**src/rtl/unified_mem_arbiter_if.sv**
```systemverilog
// I-cache, D-cache and backing-store miss signals for the shared block memory arbiter.
// slave is the arbiter's view; master is the caches/memory side.
interface unified_mem_arbiter_if #(
   parameter int ADDR_W  = 28,
   parameter int BLOCK_W = 128
);
   logic               i_read;
   logic [ADDR_W-1:0]  i_address;
   logic [BLOCK_W-1:0] i_readdata;
   logic               i_busywait;

   logic               d_read;
   logic               d_write;
   logic [ADDR_W-1:0]  d_address;
   logic [BLOCK_W-1:0] d_writedata;
   logic [BLOCK_W-1:0] d_readdata;
   logic               d_busywait;

   logic               mem_read;
   logic               mem_write;
   logic [ADDR_W-1:0]  mem_address;
   logic [BLOCK_W-1:0] mem_writedata;
   logic [BLOCK_W-1:0] mem_readdata;
   logic               mem_busywait;

   modport slave (
      input  i_read, i_address,
      output i_readdata, i_busywait,
      input  d_read, d_write, d_address, d_writedata,
      output d_readdata, d_busywait,
      output mem_read, mem_write, mem_address, mem_writedata,
      input  mem_readdata, mem_busywait
   );

   modport master (
      output i_read, i_address,
      input  i_readdata, i_busywait,
      output d_read, d_write, d_address, d_writedata,
      input  d_readdata, d_busywait,
      input  mem_read, mem_write, mem_address, mem_writedata,
      output mem_readdata, mem_busywait
   );
endinterface

```
**src/rtl/unified_mem_arbiter.sv**
```systemverilog
// Serialises I/D block reads and D write-backs onto one memory; ties go to D unless ARB_ROUND_ROBIN_EN.
// Latency request->busywait low = 2 cycles + memory busy time; requests stall on busywait while another op runs.
module unified_mem_arbiter #(
   parameter int ADDR_W  = 28,
   parameter int BLOCK_W = 128
) (
   input logic                 CLK,
   input logic                 RESET,
   unified_mem_arbiter_if.slave bus
);
   typedef enum logic [1:0] {IDLE = 2'd0, ISSUE = 2'd1, DONE = 2'd2} state_t;
   localparam logic OWN_I = 1'b0;
   localparam logic OWN_D = 1'b1;

   state_t             state;
   logic               owner;
   logic               started;
   logic               mem_read_q;
   logic               mem_write_q;
   logic [ADDR_W-1:0]  mem_address_q;
   logic [BLOCK_W-1:0] mem_writedata_q;
   logic [BLOCK_W-1:0] i_readdata_q;
   logic [BLOCK_W-1:0] d_readdata_q;

   logic i_req;
   logic d_req;
   logic grant_d;

   assign i_req = bus.i_read;
   assign d_req = bus.d_read | bus.d_write;

`ifdef ARB_ROUND_ROBIN_EN
   logic rr_last;
   assign grant_d = d_req & (~i_req | (rr_last == OWN_I));
`else
   assign grant_d = d_req;
`endif

   always_ff @(posedge CLK or negedge RESET) begin
      if (!RESET) begin
         state           <= IDLE;
         owner           <= OWN_I;
         started         <= 1'b0;
         mem_read_q      <= 1'b0;
         mem_write_q     <= 1'b0;
         mem_address_q   <= '0;
         mem_writedata_q <= '0;
         i_readdata_q    <= '0;
         d_readdata_q    <= '0;
`ifdef ARB_ROUND_ROBIN_EN
         rr_last         <= OWN_D;
`endif
      end else begin
         case (state)
            IDLE: begin
               if (i_req | d_req) begin
                  owner           <= grant_d;
                  mem_address_q   <= grant_d ? bus.d_address : bus.i_address;
                  mem_writedata_q <= bus.d_writedata;
                  // read+write together from the D side resolves to a write
                  mem_read_q      <= grant_d ? ~bus.d_write : 1'b1;
                  mem_write_q     <= grant_d & bus.d_write;
`ifdef ARB_ROUND_ROBIN_EN
                  rr_last         <= grant_d;
`endif
                  state           <= ISSUE;
               end
            end
            ISSUE: begin
               if (!started) begin
                  if (bus.mem_busywait)
                     started <= 1'b1;
               end else if (!bus.mem_busywait) begin
                  if (mem_read_q) begin
                     if (owner == OWN_D)
                        d_readdata_q <= bus.mem_readdata;
                     else
                        i_readdata_q <= bus.mem_readdata;
                  end
                  mem_read_q  <= 1'b0;
                  mem_write_q <= 1'b0;
                  started     <= 1'b0;
                  state       <= DONE;
               end
            end
            DONE:    state <= IDLE;
            default: state <= IDLE;
         endcase
      end
   end

   assign bus.mem_read      = mem_read_q;
   assign bus.mem_write     = mem_write_q;
   assign bus.mem_address   = mem_address_q;
   assign bus.mem_writedata = mem_writedata_q;
   assign bus.i_readdata    = i_readdata_q;
   assign bus.d_readdata    = d_readdata_q;

   assign bus.i_busywait = bus.i_read & ~((state == DONE) && (owner == OWN_I));
   assign bus.d_busywait = d_req & ~((state == DONE) && (owner == OWN_D));
endmodule

```
**src/flat_wrapper.sv**
```systemverilog
// flat-port wrapper written by rule: the top's interface ports become plain ports
module unified_mem_arbiter_flat 
#(
   parameter int ADDR_W  = 28,
   parameter int BLOCK_W = 128
)
  (CLK, RESET, bus_i_read, bus_i_address, bus_i_readdata, bus_i_busywait, bus_d_read, bus_d_write, bus_d_address, bus_d_writedata, bus_d_readdata, bus_d_busywait, bus_mem_read, bus_mem_write, bus_mem_address, bus_mem_writedata, bus_mem_readdata, bus_mem_busywait);
  unified_mem_arbiter_if #(.ADDR_W(ADDR_W), .BLOCK_W(BLOCK_W)) bus_i ();
  input logic CLK;
  input logic RESET;
  input wire logic [$bits(bus_i.i_read)-1:0] bus_i_read;
  input wire logic [$bits(bus_i.i_address)-1:0] bus_i_address;
  output wire logic [$bits(bus_i.i_readdata)-1:0] bus_i_readdata;
  output wire logic [$bits(bus_i.i_busywait)-1:0] bus_i_busywait;
  input wire logic [$bits(bus_i.d_read)-1:0] bus_d_read;
  input wire logic [$bits(bus_i.d_write)-1:0] bus_d_write;
  input wire logic [$bits(bus_i.d_address)-1:0] bus_d_address;
  input wire logic [$bits(bus_i.d_writedata)-1:0] bus_d_writedata;
  output wire logic [$bits(bus_i.d_readdata)-1:0] bus_d_readdata;
  output wire logic [$bits(bus_i.d_busywait)-1:0] bus_d_busywait;
  output wire logic [$bits(bus_i.mem_read)-1:0] bus_mem_read;
  output wire logic [$bits(bus_i.mem_write)-1:0] bus_mem_write;
  output wire logic [$bits(bus_i.mem_address)-1:0] bus_mem_address;
  output wire logic [$bits(bus_i.mem_writedata)-1:0] bus_mem_writedata;
  input wire logic [$bits(bus_i.mem_readdata)-1:0] bus_mem_readdata;
  input wire logic [$bits(bus_i.mem_busywait)-1:0] bus_mem_busywait;
  assign bus_i.i_read = bus_i_read;
  assign bus_i.i_address = bus_i_address;
  assign bus_i_readdata = bus_i.i_readdata;
  assign bus_i_busywait = bus_i.i_busywait;
  assign bus_i.d_read = bus_d_read;
  assign bus_i.d_write = bus_d_write;
  assign bus_i.d_address = bus_d_address;
  assign bus_i.d_writedata = bus_d_writedata;
  assign bus_d_readdata = bus_i.d_readdata;
  assign bus_d_busywait = bus_i.d_busywait;
  assign bus_mem_read = bus_i.mem_read;
  assign bus_mem_write = bus_i.mem_write;
  assign bus_mem_address = bus_i.mem_address;
  assign bus_mem_writedata = bus_i.mem_writedata;
  assign bus_i.mem_readdata = bus_mem_readdata;
  assign bus_i.mem_busywait = bus_mem_busywait;
  unified_mem_arbiter #(.ADDR_W(ADDR_W), .BLOCK_W(BLOCK_W)) u_core (.CLK(CLK), .RESET(RESET), .bus(bus_i));
endmodule
```
**config.mk**
```make
export PLATFORM = sky130hd
export DESIGN_NAME = unified_mem_arbiter_flat
export DESIGN_NICKNAME = d
export VERILOG_FILES = /design/src/rtl/unified_mem_arbiter_if.sv /design/src/rtl/unified_mem_arbiter.sv /design/src/flat_wrapper.sv
export SDC_FILE = /design/constraint.sdc
export NUM_CORES = 1
export LEC_CHECK = 0
export ABC_AREA = 1
export CAP_MARGIN = 30
export CORE_AREA = 2 2 288 290
export DETAILED_ROUTE_END_ITERATION = 8
export DIE_AREA = 0 0 290 292
export GPL_TIMING_DRIVEN = 0
export SLEW_MARGIN = 20
export SYNTH_ARGS = -nofsm -noshare
export SYNTH_HDL_FRONTEND = slang
export SYNTH_SLANG_ARGS = --single-unit
```
**constraint.sdc**
```tcl
create_clock -name CLK -period 1.31 [get_ports CLK]
set_input_delay 0.131 -clock CLK [delete_from_list [all_inputs] [get_ports CLK]]
set_output_delay 0.131 -clock CLK [all_outputs]
set_load 0.02 [all_outputs]
```
[After elaboration in Yosys (flattened, before gate mapping)]
Cells that the tools add are included.
Cells by class
  equal/unequal tests: 5
  multiplexer cells: 13
  bitwise gates (word level): 10
  reductions and logical operators: 9
Operators by type and width (number)
  28-bit two-way mux: 1
  5-bit AND reduction: 2
  1-bit two-way mux: 6
  2-bit two-way mux: 3
  1-bit NOT: 5
  2-bit by 1-bit != test with 1-bit output, second input constant: 2
  1-bit one-hot mux with 2 select lines: 2
  2-bit one-hot mux with 2 select lines: 1
  4-bit AND reduction: 1
  1-bit bitwise AND: 3
  3-bit AND reduction: 1
  2-bit by 1-bit equality test with 1-bit output, second input constant: 1
  2-bit equality test, second input constant: 1
  1-bit logical AND: 2
  2-bit zero test: 1
  2-bit != test, second input constant: 1
  1-bit bitwise OR: 2
  2-bit AND reduction: 1
  2-bit nonzero test: 1
Storage, ports and cells
  register bits: 418
  input port bits: 318
  output and inout bits: 416
  word-level logic and storage cells: 46

[Logic depth before layout (Yosys ltp)]
  word-level depth: 4
  mapped depth: 8
  depth with buffers taken out: 6

[Worst setup path after synthesis]
No wires, ideal clock.
  kind: reg-to-reg
  from: reg u_core.mem_read_q, in the netlist u_core.bus.mem_read
  to: reg u_core.d_readdata_q[96], in the netlist u_core.bus.d_readdata[96]
  setup time: 131 ps
  data arrival time: 1212 ps
  data required time: 1179 ps
  setup slack: -33 ps
  stages on the path, launching flop included: 8
  path buffers: 2
  clock period less this slack: 1343 ps
  cells stage by stage: dfrtp_1 inv_1 nor2_1 nand3_2 buf_2 buf_2 nand2_1 o21ai_0
Between the ends
  cells in the longest elaborated chain, start to end: 1
RTL lines
  start, declared: line unified_mem_arbiter.sv:18  | logic mem_read_q;
  start signal, assigned: line unified_mem_arbiter.sv:61  | mem_read_q <= grant_d ? ~bus.d_write : 1'b1;
  5-bit AND reduction (no line)
  end signal, assigned: line unified_mem_arbiter.sv:76  | d_readdata_q <= bus.mem_readdata;
  end, declared: line unified_mem_arbiter.sv:23  | logic [BLOCK_W-1:0] d_readdata_q;
No other way between the ends.
A chain may end at the register's enable or synchronous reset.

[Worst setup path in the final report]
  from: reg u_core.state[1]
  to: reg u_core.d_readdata_q[96], in the netlist u_core.bus.d_readdata[96]
Between the ends
  cells in the longest elaborated chain, start to end: 2
RTL lines
  start, declared: line unified_mem_arbiter.sv:15  | state_t state;
  start signal, assigned: line unified_mem_arbiter.sv:41  | state <= IDLE;
  start signal, assigned: line unified_mem_arbiter.sv:66  | state <= ISSUE;
  start signal, assigned: line unified_mem_arbiter.sv:83  | state <= DONE;
  2-bit by 1-bit equality test with 1-bit output: line unified_mem_arbiter.sv:54  | case (state)
  5-bit AND reduction (no line)
No other way between the ends.

==> run_results.csv <==
group,metric,value,unit
cts,clk_path_buf_depth,3,
yosys,synth_seq_cells,418,
route,wl_per_cell,19.18,um
die,die_x,290,um
sta,whs,-489.1,ps
yosys,ys_types,20,
cells_and_area,mostFrequentLayoutCells,"681 x nand2_1, 413 x dfrtp_1, 317 x clkdlybuf4s50_1, 175 x o21ai_1, 141 x buf_6",
die,core-area,0.08158,sq mm
yosys,synth-edff-count,0,
cts,cts_tree,"done",
yosys,ys.flop_type,"dfrtp_1",
power_and_ir_drop,powerDensity,2443,mW/mm^2
power_and_ir_drop,vdd_drop_max,0.001158,V
cells_and_area,syn2layout_area_growth,79.73,%
placement,place_ws,-1056,ps
power_and_ir_drop,power,70700,uW
route,drt_wl_total,72210,um
yosys,syn-num-nets,2068,
global_route,grt_pass1_wl,104200,um
placement,port_buffers,733,
placement,dp.cells,3558,
sta,relSlewSlack,55.20,%
critical_path,crit_slowest_cell,"dfrtp_2",
global_route,gr-total-overflow,0,
route,vias,15380,
cts,cts_root_buffer,"clkbuf_16",
run_status,violations,"negative hold slack, negative setup slack",
power_and_ir_drop,p_leak,0.01491,uW
critical_path,worstPathRequired,1800,ps
yosys,synthTopCellsByArea,"dfrtp_1 65%, nand2_1 18%, o21ai_1 7.6%",
placement,routabilityCongestion,0.8843,
sta,rsz0062_at_grt,"true",
critical_path,timing.reg2reg.setup_slack,-390,ps
placement,hpwl,51160,um
global_route,gr-usage-all-layers,16.33,%
critical_path,crit_buf_inv,4,
cts,clk_latency,590,ps
yosys,async_reset_ff_share,100.0,%
global_route,met2_usage,26.59,%
route,dr.pass1.iters,5,
cells_and_area,fin_nets,2971,
critical_path,critical_path_arrival,2190,ps
die,row_count,105,
route,drc,0,
run,maxCapViolCount,0,
sta,fin_crit,1695,ps
die,die_area,0.08468,sq mm
cells_and_area,fin_cells,3764,
critical_path,crit_chain,"inv_2, nand2_4, nor2_4, nand3_4, buf_4, clkbuf_8, buf_6, o21ai_0",
global_route,grtUsageMet1,20.49,%
die,start_util,19.74,%
yosys,netlist_area,0.01610,sq mm
sta,hold_viol_final,70,
route,via_per_inst,4.086,
cts,cts_max_level,2,
critical_path,path_depth,8,
critical_path,startpoint_type,"flop",
run_status,status,"finished with violations",
global_route,grt_max_degree,92,
critical_path,critical_path.max_fanout,6,
yosys,avgSynthCellArea,9.201,sq um
sta,finalSetupViolations,559,
cells_and_area,final_common_cell,"nand2_1",
sta,setup_slack,-385.0,ps
critical_path,critPathMaxStageDelay,440,ps
die,io_pins,734,
yosys,yosys_warnings,0,
yosys,synth_cells,1750,
critical_path,path_class,"reg2reg",
critical_path,worst-r2r-cell-count,8,
global_route,grt-busiest-layer,"met2",
yosys,yosysTopAreaCellShare,64.96,%
min_path,holdCritPathClass,"in2async",
route,drt_iter0_markers,745,
sta,timing.final.crit_share,129.4,%
sta,max_freq,0.5900,GHz
die,die_h,292,um
yosys,ys_seq_area_share,64.96,%
critical_path,critPathTopFamily,"buffers and inverters",
global_route,use_met3,4.765,%
cts,cts_made_buffers,49,
global_route,antenna_found_initial,4,
cts,cts_sinks,418,
sta,fin_skew,19.07,ps
route,ant_nets,0,
cells_and_area,drive_gt1_share,28.87,%
cts,clk_pin_slew,60,ps
global_route,grt_pass1_vias,15450,
sta,worst_slew_pin_slew,664.9,ps
critical_path,crit_path_end_kind,"flop",
sta,maxSlewViolCount,0,
yosys,yosys.area.top_type,"dfrtp_1",
==> synth_stat cells, types with 3 or more instances <==
| library cell | count |
|---|---|
| nand3_1 | 3 |
| a21oi_1 | 3 |
| clkbuf_1 | 14 |
| nor2_1 | 3 |
| dfrtp_1 | 418 |
| buf_6 | 20 |
| buf_2 | 63 |
| o21ai_1 | 245 |
| o21ai_0 | 42 |
| inv_1 | 137 |
| nand2_1 | 788 |
==> sequential cells by signal, summed over array words and instances, names as in the netlist <==
register and count:
u_core.owner 1, u_core.bus.i_readdata 128, u_core.started 1, u_core.bus.mem_write 1, u_core.bus.mem_writedata 128, u_core.bus.mem_address 28, u_core.state 2, u_core.bus.mem_read 1
u_core.bus.d_readdata 128
==> worst register-to-register path, stage by stage (launching register included) <==
cell      delay, ps
dfrtp_2         440
inv_2            90
nand2_4          60
nor2_4          190
nand3_4         180
buf_4           190
clkbuf_8        150
buf_6           150
o21ai_0         150
==> cell type report <==
| cell class | instances | area [sq um] |
|---|---|---|
| Timing Repair Buffer | 855 | 8461 |
| Multi-Input combinational cell | 1094 | 5268 |
| Tap cell | 1070 | 1339 |
| Sequential cell | 418 | 10470 |
| Buffer | 96 | 1256 |
| Inverter | 139 | 529.3 |
| Clock buffer | 67 | 1394 |
| Antenna cell | 3 | 7.507 |
| Fill cell | 8294 | 52640 |
| Clock inverter | 22 | 220.2 |
==> metal layers <==
metal / part of all wire (%) / vias up / routed length (um)
li1: - / 7277 / -
met1: 41 / 7448 / 29920
met5: 0.018 / - / 13
met3: 7.3 / 135 / 5273
met4: 3.5 / 2 / 2497
met2: 48 / 516 / 34500
==> metrics by stage <==
step	util, %	setup TNS [ps]	instance area [sq um]
6_report	35.47	-137370	28940
4_1_cts	34.62	-188540	28250
3_5_place_dp	30.53	-287670	24910
5_1_grt	35.47	-173480	28940
2_1_floorplan	-	0	16100
3_3_place_gp	30.37	-8464700	24780
==> timing repair <==
action	4_1_cts	5_1_grt
gates resized for setup	1275	605
endpoints found under the hold margin	67	67
pin swaps	35	40
cloned	34	6
endpoints found under the setup margin	830	783
buffers inserted	46	35
==> power breakdown <==
part	switching (uW)	leakage, uW	internal, uW
Combinational	19100	0.00873	15700
Clock	5920	0.000802	8060
Sequential	3540	0.00538	18400
Total	28500	0.0149	42200
==> kinds of logic after synthesis <==
| logic type | Yosys count | synth area share [%] |
|---|---|---|
| AND/OR/NAND/NOR | 802 | 18.92 |
| flip-flops | 418 | 64.96 |
| AO/OA/AOI/OAI | 292 | 9.099 |
| buffers and inverters | 238 | 7.017 |
==> final timing paths <==
kind                                                    from                            end
min in group CLK                        bus_d_writedata[112]  u_core.bus.mem_writedata[112]
worst min-delay path                                   RESET      u_core.bus.d_readdata[28]
max in group asynchronous                              RESET   u_core.bus.mem_writedata[17]
worst max-delay path                         u_core.state[1]      u_core.bus.d_readdata[96]
worst min register to register  u_core.bus.mem_writedata[78]   u_core.bus.mem_writedata[78]
worst max register to register               u_core.state[1]      u_core.bus.d_readdata[96]
(Power assumes the default switching activity.)
